<file path="src/rtl/fpu_sched_pkg.sv">
// Shared types and constants for the FPU issue scheduler.
//   op_t        : operation code presented at issue and reported at write-back
//   slot_t      : one write-back reservation entry {valid, op, dst, is_cond}
//   div_state_t : divider tracking state
//   CMP_LAT, MOV_LAT : fixed single-cycle latencies
//   max_of()    : helper used to size the reservation table
package fpu_sched_pkg;

   typedef enum logic [2:0] {
      ADD  = 3'd0,
      SUB  = 3'd1,
      MUL  = 3'd2,
      DIV  = 3'd3,
      CMP  = 3'd4,
      ITOF = 3'd5,
      MOV  = 3'd6
   } op_t;

   localparam int CMP_LAT = 1;
   localparam int MOV_LAT = 1;
   localparam int DST_W   = 5;
   localparam int N_UNITS = 6;

   typedef struct packed {
      logic             valid;
      op_t              op;
      logic [DST_W-1:0] dst;
      logic             is_cond;
   } slot_t;

   typedef enum logic [1:0] {
      DIV_IDLE = 2'd0,
      DIV_RUN  = 2'd1,
      DIV_PEND = 2'd2
   } div_state_t;

   function automatic int max_of(input int a, input int b);
      return (a > b) ? a : b;
   endfunction

endpackage

</file>
<file path="src/rtl/fpu_sched_if.sv">
// Issue and write-back bundle between the core and the FPU scheduler.
//   req_valid/req_ready : issue handshake, transfer when both high at CLK
//   req_op/req_dst/req_is_cond : operation, destination register, cond-file flag
//   wb_valid/wb_sel/wb_dst/wb_is_cond : shared write-back port
// master = core side, slave = scheduler side.
interface fpu_sched_if;
   import fpu_sched_pkg::*;

   logic             req_valid;
   logic             req_ready;
   op_t              req_op;
   logic [DST_W-1:0] req_dst;
   logic             req_is_cond;

   logic             wb_valid;
   op_t              wb_sel;
   logic [DST_W-1:0] wb_dst;
   logic             wb_is_cond;

   modport master (
      output req_valid, req_op, req_dst, req_is_cond,
      input  req_ready, wb_valid, wb_sel, wb_dst, wb_is_cond
   );

   modport slave (
      input  req_valid, req_op, req_dst, req_is_cond,
      output req_ready, wb_valid, wb_sel, wb_dst, wb_is_cond
   );

endinterface

</file>
<file path="src/rtl/fpu_sched_rsv.sv">
// Write-back reservation table. Slot k holds the result that reaches the
// write-back port k-1 cycles from now; slot 1 is the current write-back.
// Ports:
//   CLK, RST_N      : clock, synchronous active-low reset
//   rsv_en          : reserve the slot for the op being accepted this cycle
//   rsv_lat         : latency of the requested op (0 = not a fixed-latency op)
//   rsv_slot        : entry written on reservation
//   q_dst/q_is_cond : destination to test against all valid slots
//   conflict        : the landing cycle for rsv_lat is already taken
//   dst_match       : some valid slot targets q_dst/q_is_cond
//   head            : slot 1 contents
//   any_valid       : at least one slot is valid
module fpu_sched_rsv
   import fpu_sched_pkg::*;
#(
   parameter int MAX_LAT = 4,
   parameter int LAT_W   = $clog2(MAX_LAT + 1)
) (
   input  logic             CLK,
   input  logic             RST_N,
   input  logic             rsv_en,
   input  logic [LAT_W-1:0] rsv_lat,
   input  slot_t            rsv_slot,
   input  logic [DST_W-1:0] q_dst,
   input  logic             q_is_cond,
   output logic             conflict,
   output logic             dst_match,
   output slot_t            head,
   output logic             any_valid
);

   slot_t tab [1:MAX_LAT];

   // The table shifts on the same edge that accepts the op, so a new op of
   // latency L goes into slot L after the shift and reaches slot 1 L cycles on.
   always_ff @(posedge CLK) begin
      if (!RST_N) begin
         for (int k = 1; k <= MAX_LAT; k++) tab[k] <= '0;
      end else begin
         for (int k = 1; k < MAX_LAT; k++) tab[k] <= tab[k+1];
         tab[MAX_LAT] <= '0;
         for (int k = 1; k <= MAX_LAT; k++) begin
            if (rsv_en && int'(rsv_lat) == k) tab[k] <= rsv_slot;
         end
      end
   end

   // Before the shift the landing slot of a latency-L op is slot L+1.
   always_comb begin
      conflict  = 1'b0;
      dst_match = 1'b0;
      any_valid = 1'b0;
      for (int k = 1; k <= MAX_LAT; k++) begin
         if (tab[k].valid) begin
            any_valid = 1'b1;
            if (tab[k].dst == q_dst && tab[k].is_cond == q_is_cond) dst_match = 1'b1;
            if (rsv_lat != '0 && k == int'(rsv_lat) + 1) conflict = 1'b1;
         end
      end
   end

   assign head = tab[1];

endmodule

</file>
<file path="src/rtl/fpu_scheduler.sv">
// FPU issue scheduler: accepts ops from the core, strobes the execution
// units, arbitrates the single write-back port with a reservation table and
// tracks the non-pipelined divider.
// Ports:
//   CLK, RST_N : clock, synchronous active-low reset
//   sif        : fpu_sched_if.slave (issue handshake + write-back port)
//   unit_go    : one-hot start strobe, bit index = op code (ADD..ITOF)
//   div_done   : divider result-valid pulse
//   busy       : any result in flight or pending
//   stat_issue, stat_stall : present only with FPU_SCHED_STATS_EN defined
//
// Divider state table:
//   state    | meaning
//   DIV_IDLE | divider free, no divide result owed
//   DIV_RUN  | divide issued, waiting for div_done
//   DIV_PEND | div_done seen while slot 1 was taken, result waits for a free slot
module fpu_scheduler
   import fpu_sched_pkg::*;
#(
   parameter int ADD_LAT  = 4,
   parameter int MUL_LAT  = 3,
   parameter int ITOF_LAT = 2
) (
   input  logic               CLK,
   input  logic               RST_N,
   fpu_sched_if.slave         sif,
   output logic [N_UNITS-1:0] unit_go,
   input  logic               div_done,
   output logic               busy
`ifdef FPU_SCHED_STATS_EN
   ,
   output logic [31:0]        stat_issue,
   output logic [31:0]        stat_stall
`endif
);

   localparam int MAX_LAT = max_of(max_of(max_of(ADD_LAT, MUL_LAT), max_of(ITOF_LAT, CMP_LAT)), MOV_LAT);
   localparam int LAT_W   = $clog2(MAX_LAT + 1);

   div_state_t       div_st;
   logic [DST_W-1:0] div_dst;
   logic             div_cond;

   logic [LAT_W-1:0] req_lat;
   logic             fixed_op;
   logic             op_legal;
   logic             conflict;
   logic             dst_match;
   logic             any_valid;
   slot_t            head;
   slot_t            head_v;
   slot_t            rsv_slot;
   logic             div_active;
   logic             div_waw;
   logic             div_wb;
   logic             accept;

   always_comb begin
      req_lat  = '0;
      fixed_op = 1'b1;
      op_legal = 1'b1;
      case (sif.req_op)
         ADD, SUB: req_lat = LAT_W'(ADD_LAT);
         MUL:      req_lat = LAT_W'(MUL_LAT);
         ITOF:     req_lat = LAT_W'(ITOF_LAT);
         CMP:      req_lat = LAT_W'(CMP_LAT);
         MOV:      req_lat = LAT_W'(MOV_LAT);
         DIV:      fixed_op = 1'b0;
         default: begin
            fixed_op = 1'b0;
            op_legal = 1'b0;
         end
      endcase
   end

   assign rsv_slot = '{valid: 1'b1, op: sif.req_op, dst: sif.req_dst, is_cond: sif.req_is_cond};

   fpu_sched_rsv #(
      .MAX_LAT (MAX_LAT),
      .LAT_W   (LAT_W)
   ) u_rsv (
      .CLK       (CLK),
      .RST_N     (RST_N),
      .rsv_en    (accept && fixed_op),
      .rsv_lat   (req_lat),
      .rsv_slot  (rsv_slot),
      .q_dst     (sif.req_dst),
      .q_is_cond (sif.req_is_cond),
      .conflict  (conflict),
      .dst_match (dst_match),
      .head      (head),
      .any_valid (any_valid)
   );

   // While RST_N is low the registered state is about to be cleared, so every
   // output is computed as if it already were.
   assign head_v     = RST_N ? head : '0;
   assign div_active = RST_N && (div_st != DIV_IDLE);
   assign div_waw    = div_active && (div_dst == sif.req_dst) && (div_cond == sif.req_is_cond);

   assign sif.req_ready = op_legal
                          && !(RST_N && conflict)
                          && !(RST_N && dst_match)
                          && !div_waw
                          && !(div_active && sif.req_op == DIV)
                          && !(RST_N && div_st == DIV_PEND);

   assign accept  = RST_N && sif.req_valid && sif.req_ready;
   assign unit_go = (accept && sif.req_op != MOV) ? (N_UNITS'(1) << sif.req_op) : '0;

   // Fixed-latency results own slot 1; the divide result only takes an empty one.
   assign div_wb = RST_N && !head.valid
                   && ((div_st == DIV_RUN && div_done) || div_st == DIV_PEND);

   always_comb begin
      sif.wb_valid   = 1'b0;
      sif.wb_sel     = ADD;
      sif.wb_dst     = '0;
      sif.wb_is_cond = 1'b0;
      if (head_v.valid) begin
         sif.wb_valid   = 1'b1;
         sif.wb_sel     = head_v.op;
         sif.wb_dst     = head_v.dst;
         sif.wb_is_cond = head_v.is_cond;
      end else if (div_wb) begin
         sif.wb_valid   = 1'b1;
         sif.wb_sel     = DIV;
         sif.wb_dst     = div_dst;
         sif.wb_is_cond = div_cond;
      end
   end

   assign busy = (RST_N && any_valid) || div_active;

   always_ff @(posedge CLK) begin
      if (!RST_N) begin
         div_st   <= DIV_IDLE;
         div_dst  <= '0;
         div_cond <= 1'b0;
      end else begin
         case (div_st)
            DIV_IDLE: begin
               if (accept && sif.req_op == DIV) begin
                  div_st   <= DIV_RUN;
                  div_dst  <= sif.req_dst;
                  div_cond <= sif.req_is_cond;
               end
            end
            DIV_RUN: begin
               if (div_done) div_st <= head.valid ? DIV_PEND : DIV_IDLE;
            end
            DIV_PEND: begin
               if (!head.valid) div_st <= DIV_IDLE;
            end
            default: div_st <= DIV_IDLE;
         endcase
      end
   end

`ifdef FPU_SCHED_STATS_EN
   always_ff @(posedge CLK) begin
      if (!RST_N) begin
         stat_issue <= '0;
         stat_stall <= '0;
      end else begin
         if (accept) stat_issue <= stat_issue + 32'd1;
         if (sif.req_valid && !sif.req_ready) stat_stall <= stat_stall + 32'd1;
      end
   end
`endif

endmodule

</file>
<file path="src/flat_wrapper.sv">
// flat-port wrapper written by rule: the top's interface ports become plain ports
module fpu_scheduler_flat import fpu_sched_pkg::*;
#(
   parameter int ADD_LAT  = 4,
   parameter int MUL_LAT  = 3,
   parameter int ITOF_LAT = 2
)
  (CLK, RST_N, unit_go, div_done, busy, sif_req_valid, sif_req_op, sif_req_dst, sif_req_is_cond, sif_req_ready, sif_wb_valid, sif_wb_sel, sif_wb_dst, sif_wb_is_cond);
  fpu_sched_if sif_i ();
  input  logic CLK;
  input  logic RST_N;
  output logic [N_UNITS-1:0] unit_go;
  input  logic div_done;
  output logic busy;
  input wire logic [$bits(sif_i.req_valid)-1:0] sif_req_valid;
  input wire logic [$bits(sif_i.req_op)-1:0] sif_req_op;
  input wire logic [$bits(sif_i.req_dst)-1:0] sif_req_dst;
  input wire logic [$bits(sif_i.req_is_cond)-1:0] sif_req_is_cond;
  output wire logic [$bits(sif_i.req_ready)-1:0] sif_req_ready;
  output wire logic [$bits(sif_i.wb_valid)-1:0] sif_wb_valid;
  output wire logic [$bits(sif_i.wb_sel)-1:0] sif_wb_sel;
  output wire logic [$bits(sif_i.wb_dst)-1:0] sif_wb_dst;
  output wire logic [$bits(sif_i.wb_is_cond)-1:0] sif_wb_is_cond;
  assign sif_i.req_valid = sif_req_valid;
  assign sif_i.req_op = sif_req_op;
  assign sif_i.req_dst = sif_req_dst;
  assign sif_i.req_is_cond = sif_req_is_cond;
  assign sif_req_ready = sif_i.req_ready;
  assign sif_wb_valid = sif_i.wb_valid;
  assign sif_wb_sel = sif_i.wb_sel;
  assign sif_wb_dst = sif_i.wb_dst;
  assign sif_wb_is_cond = sif_i.wb_is_cond;
  fpu_scheduler #(.ADD_LAT(ADD_LAT), .MUL_LAT(MUL_LAT), .ITOF_LAT(ITOF_LAT)) u_core (.CLK(CLK), .RST_N(RST_N), .sif(sif_i), .unit_go(unit_go), .div_done(div_done), .busy(busy));
endmodule
</file>
<file path="config.mk">
export PLATFORM = sky130hd
export DESIGN_NAME = fpu_scheduler_flat
export DESIGN_NICKNAME = d
export VERILOG_FILES = /design/src/rtl/fpu_sched_pkg.sv /design/src/rtl/fpu_sched_if.sv /design/src/rtl/fpu_sched_rsv.sv /design/src/rtl/fpu_scheduler.sv /design/src/flat_wrapper.sv
export SDC_FILE = /design/constraint.sdc
export NUM_CORES = 1
export LEC_CHECK = 0
export ABC_CLOCK_PERIOD_IN_PS = 3600
export BUFFER_PORTS_ARGS = -buffer_cell sky130_fd_sc_hd__buf_4
export CAP_MARGIN = 15
export CORE_MARGIN = 3
export CORE_UTILIZATION = 40
export DETAILED_ROUTE_END_ITERATION = 10
export PLACE_DENSITY = 0.65
export SLEW_MARGIN = 0
export SYNTH_ARGS = -nofsm -noshare
export SYNTH_HDL_FRONTEND = slang
export SYNTH_SLANG_ARGS = --single-unit
export TNS_END_PERCENT = 20
</file>
<file path="constraint.sdc">
create_clock -name CLK -period 3.6 [get_ports CLK]
set_input_delay 0.18 -clock CLK [delete_from_list [all_inputs] [get_ports CLK]]
set_output_delay 0.18 -clock CLK [all_outputs]
set_load 0.05 [all_outputs]
</file>
==> results of run 1 <==
[metrics by stage]
step	util, %	worst slack [ns]
floorplan	-	1.015
global placement	45.84	1.053
detailed placement	45.84	0.9038
CTS	48.69	0.9039
global route	48.69	0.6505
finish	48.69	0.9209
[synthesized netlist by cell type, drive strengths merged (2+ instances only)]
library cell,number
and3,4
o21ai,5
a22o,6
xnor2,30
nor2b,6
and2,10
o211ai,2
nand2,42
mux2i,20
o21a,2
a21boi,2
inv,12
o22ai,2
buf,11
a21oi,4
nand4,7
a31o,3
nand3,6
dfxtp,48
nor3,2
nor3b,3
nor2,5
clkbuf,6
a21o,3
[state kept, by name, summed over array words and instances (netlist names)]
register / count
u_core.div_dst: 5
u_core.div_cond: 1
u_core.div_st: 2
u_core.u_rsv.tab: 40
[logic make-up (layout without fill, tap and decap cells)]
logic type / after synthesis / after routing / share of synthesized area (%)
and+or+nand+nor: 91 / 91 / 20.51
DFF: 48 / 48 / 41.03
AOI/OAI and AO/OA: 32 / 32 / 11.22
xor gates and xnor gates: 30 / 30 / 11.22
buffers and inverters: 29 / 51 / 6.784
muxes: 20 / 20 / 8.547
adders and majority gates: 1 / 1 / 0.5341
other: 1 / 2 / 0.1601
[final cells by class]
type / count / area (um^2)
fillers: 544 / 2860
multi-input cells: 176 / 1226
flip-flops and latches: 48 / 960.9
repair buffers: 31 / 232.7
clock inverters: 3 / 90.09
well taps: 72 / 90.09
clock buffers: 5 / 68.82
inverters: 12 / 45.04
[power breakdown]
part / leakage [nW] / switching (W) / internal [W]
combinational: 0.719 / 0.0000676 / 0.0000458
clock: 0.0784 / 0.000185 / 0.000347
sequential: 0.390 / 0.00000802 / 0.000544
[routing by layer]
metal,wire length [um],share of wire [%]
met1,2396,50
met2,2076,43
met3,292,6.1
met4,51,1.1
met5,0,0
[path summary, 6_finish.rpt]
path	from	to	slack, ns	cells after the start
hold reg to reg	u_core.u_rsv.tab[0][37]	u_core.u_rsv.tab[0][27]	0.43	2
setup / recovery	sif_req_op[0]	unit_go[4]	0.92	9
hold / removal	sif_req_dst[0]	u_core.div_dst[0]	0.17	3
setup reg to reg	u_core.u_rsv.tab[0][19]	u_core.u_rsv.tab[0][16]	1.46	6
[critical path, cell delays in order]
cell      delay, ns
buf_4          0.14
nor3b_1        0.37
ha_1           0.34
o211ai_1       0.11
o211ai_2       0.14
nor4_4         0.41
nand2_1        0.40
nor2_1         0.19
buf_4          0.22
==> impl_metrics.py, run 1 <==
metrics = {
    "setup_path": {
        "cp_max_fo": 11,
        "cp-start-kind": "input pin",
        "crit_arrival_ns": 2.50,
        "crit_type": "in -> out",
        "cp-end-kind": "primary output",
        "required_ns": 3.42,
    },
    "timing": {
        "fin_crit_ns": 2.679,
        "rsz0062_at_grt": "no",
        "fin_skew_ns": 0.007085,
        "tns_ns": 0,
        "setup_violations": 0,
        "fmax_mhz": 373.3,
        "period_share_pct": 74.42,
        "hold_ws_ns": 0.1716,
        "finalHoldViolCount": 0,
        "slew_violations": 0,
        "slew_headroom_pct": 53.34,
        "worst_pin_slew_ns": 0.6984,
    },
    "synthesis": {
        "synth_edf_count": 0,
        "synth_seq_area_share_pct": 41.03,
        "synth_cells": 252,
        "synthFlopType": "dfxtp_1",
        "synth-async-reset-ratio_pct": 0,
        "synth.area.top_cells": "dfxtp_1 (41%), xnor2_1 (11%), mux2i_1 (8.5%), nand2_1 (6.7%), a22o_1 (2.2%)",
        "syn_avg_cell_area_um2": 9.295,
        "synth_top_area_share_pct": 41.03,
        "synth_area_mm2": 0.002342,
        "ys_types": 43,
        "ys_seq_elements": 48,
        "ys_warn_count": 0,
        "synth.largest_area_cell": "dfxtp_1",
    },
    "power_and_ir_drop": {
        "ir_drop_v": 0.0002169,
        "p_leak_nw": 1.187,
        "power_w": 0.001197,
        "powerDensity_mw_per_mm2": 441.1,
    },
    "clocking": {
        "htreeDepth": 2,
        "worstSkewPairLatency_ns": 0.31,
        "cts-root-buf": "clkbuf_8",
        "cts_hold_buf": 0,
        "clkTransAtPathRegs_ns": 0.09,
        "cts-resized-gates": 0,
        "cts_tree": "yes",
        "cts.sinks": 48,
        "clk_path_buf_depth": 2,
        "cts_buffers": 5,
        "postCtsSetupBuffers": 0,
    },
    "route": {
        "ant_nets": 0,
        "drt-initial-drc-count": 117,
        "drt_pass1_iterations": 4,
        "wl_mm": 4.815,
        "drcViolationCount": 0,
        "via_per_inst": 4.882,
        "vias": 1694,
        "wire_per_inst_um": 13.88,
    },
    "global_route": {
        "grt_first_pass_wirelength_mm": 8.197,
        "grt_remaining_overflow": 0,
        "grt_util_all_layers_pct": 15.88,
        "grt_pass1_vias": 1667,
        "grt_util_met1_pct": 22.11,
        "antenna_found_initial": 0,
        "grt_util_met2_pct": 24.04,
        "busiest_layer": "met2",
        "grt_max_degree": 49,
        "grt_util_met3_pct": 4.013,
    },
    "floorplan": {
        "initial_utilization_pct": 42.02,
        "core_mm2": 0.005574,
        "boundaryPins": 31,
        "dieArea_mm2": 0.006810,
        "core.rowCount": 27,
        "fp.dieH_um": 82.52,
        "die_x_um": 82.52,
    },
    "placed_design": {
        "place_hpwl_mm": 3.525,
        "routabilityCongestion": 0.9098,
        "port-buffer-count": 30,
        "placedCellCount": 339,
        "postPlaceCellArea_mm2": 0.002555,
    },
    "final_layout": {
        "nNetsFinal": 288,
        "layout_common_cells": "dfxtp_1 (48), nand2_1 (42), buf_4 (31), xnor2_1 (30), mux2i_1 (20)",
        "layout_commonest_cell": "dfxtp_1",
        "syn_to_final_growth_pct": 15.87,
        "drive_above_1_share_pct": 21.09,
        "fin_cells": 347,
        "diodes": 0,
        "postLayoutCellArea_mm2": 0.002714,
    },
    "run": {
        "max_cap_violations": 0,
    },
    "worst_hold_path": {
        "hold_class": "in -> reg",
    },
    "outcome": {
        "outcome": "finished clean",
    },
}
Note: power is estimated with default switching activity, not from simulation.
==> inputs of run 2 (changes only) <==
ABC_AREA = 1   (was default)
ABC_CLOCK_PERIOD_IN_PS = 2400   (was 3600)
PLACE_DENSITY = 0.66   (was 0.65)
clock period = 2.4 ns   (was 3.6 ns; I/O delays follow)
==> impl_metrics.py, run 2 <==
metrics = {
    "outcome": {
        "outcome": "finished clean",
    },
    "global_route": {
        "grt_remaining_overflow": 0,
        "antenna_found_initial": 0,
        "grt_max_degree": 41,
        "grt_pass1_vias": 2300,
        "grt_util_all_layers_pct": 17.69,
        "grt_first_pass_wirelength_mm": 10.79,
    },
    "final_layout": {
        "layout_common_cells": "nand2_1 (146), inv_1 (54), dfxtp_1 (48), nor2_1 (43), buf_4 (35)",
        "final_util_pct": 47.85,
        "drive_above_1_share_pct": 16.03,
        "diodes": 0,
        "regMostFlops": "u_core.u_rsv.tab",
        "largest_register_ffs": 40,
        "layout_commonest_cell": "nand2_1",
        "syn_to_final_growth_pct": 14.19,
        "largestRegisters": "u_core.u_rsv.tab x40, u_core.div_dst x5, u_core.div_st x2",
        "fin_cells": 520,
        "nNetsFinal": 456,
    },
    "route": {
        "ant_nets": 0,
        "wl_mm": 6.464,
        "wire_per_inst_um": 12.43,
        "drt_pass1_iterations": 4,
        "via_per_inst": 4.694,
        "drcViolationCount": 0,
        "drt-initial-drc-count": 115,
        "vias": 2441,
    },
    "worst_hold_path": {
        "min_to": "u_core.div_st[0]",
        "holdPathStages": 3,
        "hold_class": "in -> reg",
        "min_from": "div_done",
    },
    "setup_path": {
        "r2r_end": "u_core.u_rsv.tab[0][17]",
        "rr_startpoint": "u_core.div_st[0]",
        "crit_chain": "inv_1, nand2_1, o21ai_2, clkinv_1, nand2_1, nor2_1, nand3_2, nand2_4, nand3_4, nor2_4, inv_2, nor2_1, buf_6",
        "r2r_setup_slack_ns": 0.46,
        "crit_type": "reg -> out",
        "required_ns": 2.28,
        "cp-end-kind": "primary output",
        "crit_arrival_ns": 2.13,
        "critPathMaxStageDelay_ns": 0.40,
        "cp_max_fo": 9,
        "slowest_stage": "dfxtp_1",
        "path_buf_inv": 4,
        "r2r_cells": 13,
        "cp-start-kind": "flip-flop",
        "critical_path.top_delay_family": "simple AND/OR/NAND/NOR gates",
    },
    "timing": {
        "fmax_mhz": 445.0,
        "finalHoldViolCount": 0,
        "slew_violations": 0,
        "hold_ws_ns": 0.1030,
        "period_share_pct": 93.64,
        "setup_violations": 0,
        "fin_crit_ns": 2.247,
        "setup_slack_ns": 0.1526,
        "fin_skew_ns": 0.01149,
    },
    "floorplan": {
        "die_x_um": 88.26,
        "fp.dieH_um": 88.26,
        "initial_utilization_pct": 41.90,
        "core_mm2": 0.006459,
        "dieArea_mm2": 0.007789,
        "core.rowCount": 29,
        "boundaryPins": 31,
    },
    "synthesis": {
        "synth_area_mm2": 0.002706,
        "synth_top_area_share_pct": 35.51,
        "synth-compound-area-share_pct": 7.998,
        "synth_edf_count": 0,
        "ys_top_cells_by_count": "nand2_1 (146), inv_1 (54), dfxtp_1 (48), nor2_1 (44), nand3_1 (34)",
        "synth_cells": 414,
        "synth_xor_area_share_pct": 2.913,
        "synth-async-reset-ratio_pct": 0,
        "synth_top_family_by_area": "simple AND/OR/NAND/NOR gates",
        "ys_warn_count": 0,
        "synth.largest_area_cell": "dfxtp_1",
        "synth.area.top_cells": "dfxtp_1 (36%), nand2_1 (20%), inv_1 (7.5%), nand3_1 (6.3%), nor2_1 (6.1%)",
        "syn_avg_cell_area_um2": 6.537,
        "synth_simple_gate_area_share_pct": 38.65,
        "muxShareOfSynthArea_pct": 0,
        "synthFlopType": "dfxtp_1",
        "ys_seq_elements": 48,
        "synth_seq_area_share_pct": 35.51,
        "synth_most_common_cell": "nand2_1",
        "ys_types": 36,
        "synth_adder_area_share_pct": 0.4623,
    },
    "clocking": {
        "cts-root-buf": "clkbuf_8",
        "cts_buffers": 5,
        "htreeDepth": 2,
        "postCtsSetupBuffers": 0,
        "cts_tree": "yes",
        "cts-resized-gates": 0,
        "cts.sinks": 48,
        "worstSkewPairLatency_ns": 0.30,
        "clkTransAtPathRegs_ns": 0.09,
        "clk_path_buf_depth": 2,
        "cts_hold_buf": 0,
    },
    "power_and_ir_drop": {
        "ir_drop_v": 0.0002702,
        "power_w": 0.001628,
        "p_leak_nw": 1.605,
        "powerDensity_mw_per_mm2": 526.9,
    },
    "placed_design": {
        "port-buffer-count": 30,
        "pre_cts_ws_ns": 0.1416,
        "place_hpwl_mm": 4.947,
        "placedCellCount": 512,
        "routabilityCongestion": 0.8635,
    },
    "run": {
        "max_cap_violations": 0,
    },
}
-- run 2: changes by cell type in the layout (fill, tap and decap cells not counted), sizes merged, moves of 9 or more --
cell,previous run,this run
nand2,42,148
inv,12,64
nor2,5,45
nand3,6,38
xnor2,30,4
mux2i,20,0
and2,10,0
o21bai,0,9
-- run 2: area by class of cell --
class / count / area, um^2
fillers: 674 / 3368
multi-input cells: 284 / 1380
flip-flops and latches: 48 / 960.9
repair buffers: 37 / 294.0
inverters: 66 / 247.7
well taps: 77 / 96.34
clock buffers: 5 / 68.82
clock inverters: 3 / 42.54
-- run 2: worst max path at each step --
stage	from	endpoint	slack, ns	depth (start not counted)
finish	u_core.div_st[0]	unit_go[1]	0.15	13
detailed placement	sif_req_op[1]	unit_go[1]	0.14	15
CTS	u_core.div_st[0]	unit_go[1]	0.03	13
global route	u_core.div_st[0]	unit_go[1]	-0.003	13
floorplan	sif_req_op[2]	unit_go[4]	-0.15	13
global placement	sif_req_op[1]	unit_go[0]	0.30	14
-- run 2: per-layer routing --
metal	vias to the layer above	global-route usage [%]	wire length [um]
li1	1310	-	-
met1	1079	23.27	3043
met2	46	30.32	3124
met3	6	3.259	238
met4	0	3.846	57
met5	-	0	0
-- run 2: metrics by stage --
| stage | setup TNS, ns | area [um^2] |
|---|---|---|
| detailed placement | 0 | 2963 |
| CTS | 0 | 3074 |
| global placement | 0 | 2963 |
| global route | -0.002597 | 3090 |
| floorplan | -0.1479 | 2716 |
| finish | 0 | 3090 |
-- run 2: power by group --
part | total (W) | switching (W) | leakage, nW | internal [W]
clock network | 0.000584 | 0.000275 | 0.0541 | 0.000309
logic | 0.000219 | 0.000149 | 1.16 | 0.0000704
registers | 0.000825 | 0.00000953 | 0.390 | 0.000816
-- run 2: worst register-to-register path: stages, from the launching register on --
cell	delay, ns
dfxtp_1	0.40
inv_1	0.10
nand2_1	0.11
o21ai_2	0.06
clkinv_1	0.05
nand2_1	0.05
nor2_1	0.13
nand3_2	0.15
nand2_4	0.13
nand3_4	0.11
nor2_4	0.28
buf_12	0.17
nand3_1	0.06
nand2_1	0.07
-- run 2: cell families after synthesis --
family / Yosys count
other cells: 1
xor+xnor: 9
fa+ha+maj: 1
compound gates: 30
buf+inv: 83
flops: 48
simple gates: 242
==> inputs of run 3 (changes only) <==
CAP_MARGIN = default   (was 15)
PLACE_DENSITY = 0.69   (was 0.66)
==> impl_metrics.py, run 3 (same netlist as run 2, synthesis figures left out) <==
metrics = {
    "outcome": {
        "outcome": "finished clean",
    },
    "final_layout": {
        "postLayoutCellArea_mm2": 0.003043,
        "layout_common_cells": "nand2_1 (146), inv_1 (54), dfxtp_1 (48), nor2_1 (43), buf_4 (36)",
        "regArea_um2": 960.9,
        "largestRegisters": "u_core.u_rsv.tab x40, u_core.div_dst x5, u_core.div_st x2",
        "fin_cells": 519,
        "syn_to_final_growth_pct": 12.44,
        "largest_register_ffs": 40,
        "diodes": 0,
        "multi_input_area_mm2": 0.001375,
        "layout_commonest_cell": "nand2_1",
        "num-fill-cells": 686,
        "nNetsFinal": 456,
        "regMostFlops": "u_core.u_rsv.tab",
        "final_util_pct": 47.11,
        "drive_above_1_share_pct": 15.84,
    },
    "placed_design": {
        "routabilityCongestion": 0.8664,
        "port-buffer-count": 30,
        "postPlaceCellArea_mm2": 0.002950,
        "placedCellCount": 512,
        "place_hpwl_mm": 4.839,
    },
    "route": {
        "ant_nets": 0,
        "wl_mm": 6.292,
        "via_per_inst": 4.696,
        "vias": 2437,
        "drt-initial-drc-count": 117,
        "drcViolationCount": 0,
        "drt_pass1_iterations": 4,
        "wire_per_inst_um": 12.12,
    },
    "clocking": {
        "clkTransAtPathRegs_ns": 0.08,
        "cts.sinks": 48,
        "cts_buffers": 5,
        "cts_tree": "yes",
        "worstSkewPairLatency_ns": 0.30,
        "clk_path_buf_depth": 2,
        "cts-root-buf": "clkbuf_8",
        "postCtsSetupBuffers": 0,
        "cts_hold_buf": 0,
        "htreeDepth": 2,
    },
    "setup_path": {
        "crit_type": "reg -> out",
        "cp-end-kind": "primary output",
        "path_buf_inv": 4,
        "slowest_stage": "dfxtp_1",
        "crit_arrival_ns": 2.14,
        "critical_path.top_delay_family": "simple AND/OR/NAND/NOR gates",
        "cp_max_fo": 9,
        "critPathMaxStageDelay_ns": 0.38,
        "required_ns": 2.28,
        "cp-start-kind": "flip-flop",
        "crit_chain": "inv_1, nand2_1, o21ai_2, clkinv_1, nand2_1, nor2_1, nand3_2, nand2_4, nand3_4, nor2_2, inv_2, nor2_1, buf_6",
    },
    "power_and_ir_drop": {
        "powerDensity_mw_per_mm2": 496.4,
        "p_leak_nw": 1.587,
        "ir_drop_v": 0.0002549,
    },
    "timing": {
        "fin_crit_ns": 2.258,
        "fmax_mhz": 442.8,
        "setup_violations": 0,
        "period_share_pct": 94.10,
        "hold_ws_ns": 0.1005,
        "fin_skew_ns": 0.004485,
        "slew_violations": 0,
        "finalHoldViolCount": 0,
        "tns_ns": 0,
    },
    "floorplan": {
        "die_x_um": 88.26,
        "fp.dieH_um": 88.26,
        "core_mm2": 0.006459,
        "boundaryPins": 31,
        "initial_utilization_pct": 41.90,
        "core.rowCount": 29,
        "dieArea_mm2": 0.007789,
    },
    "worst_hold_path": {
        "hold_class": "in -> reg",
    },
    "global_route": {
        "grt_max_degree": 41,
        "grt_first_pass_wirelength_mm": 10.42,
        "grt_util_all_layers_pct": 17.09,
        "grt_pass1_vias": 2198,
        "antenna_found_initial": 0,
        "grt_remaining_overflow": 0,
    },
    "run": {
        "max_cap_violations": 0,
    },
}
## run 3: cell count changes in the layout (fill, tap and decap cells not counted), sizes merged
cell	delta
bufinv	-1
## run 3: cell type report
cell class / instances / share of cell area (%)
Clock buffer: 5 / 2.262
Clock inverter: 2 / 0.4112
Inverter: 66 / 8.141
Multi-Input combinational cell: 284 / 45.19
Sequential cell: 48 / 31.58
Tap cell: 77 / 3.166
Timing Repair Buffer: 37 / 9.252
## run 3: path summary, 6_finish.rpt
check | cells after the start | slack, ns | start | to
max reg2reg | 13 | 0.52 | u_core.div_st[0] | u_core.u_rsv.tab[0][38]
max | 13 | 0.14 | u_core.div_st[0] | unit_go[1]
min | 3 | 0.10 | div_done | u_core.div_st[0]
min reg2reg | 2 | 0.43 | u_core.u_rsv.tab[0][38] | u_core.u_rsv.tab[0][28]
## run 3: metrics by stage
step	power, W	setup slack, ns
detailed placement	0.001056	0.1868
global placement	0.001053	0.2927
finish	0.001511	0.1417
CTS	0.001523	0.05036
floorplan	0.0009992	-0.1479
global route	0.001592	-0.005463
## run 3: what timing repair did
| action | CTS | global route |
|---|---|---|
| resized for setup | 0 | 3 |
| setup endpoints to repair | 0 | 2 |
| hold endpoints to repair | 0 | 0 |
## run 3: routing by layer
layer	wire length [um]	GRT usage [%]	share of wire, %	vias to the layer above
met4	115	5.220	1.8	0
met5	0	0	0	-
met1	3010	23.60	48	1069
met2	2859	26.99	45	46
met3	307	3.445	4.9	11
li1	-	-	-	1311
## run 3: where the power goes
part | total [W] | switching, W | internal [W]
combinational | 0.000214 | 0.000146 | 0.0000681
sequential | 0.000825 | 0.00000946 | 0.000816
clock | 0.000471 | 0.000273 | 0.000198
total | 0.00151 | 0.000429 | 0.00108
## run 3: tightest hold or removal path: cells and delay by family
kind,cells,cell delay (ns)
AO/OA/AOI/OAI,1,0.06
AND/OR/NAND/NOR,1,0.09
buffers and inverters,1,0.09
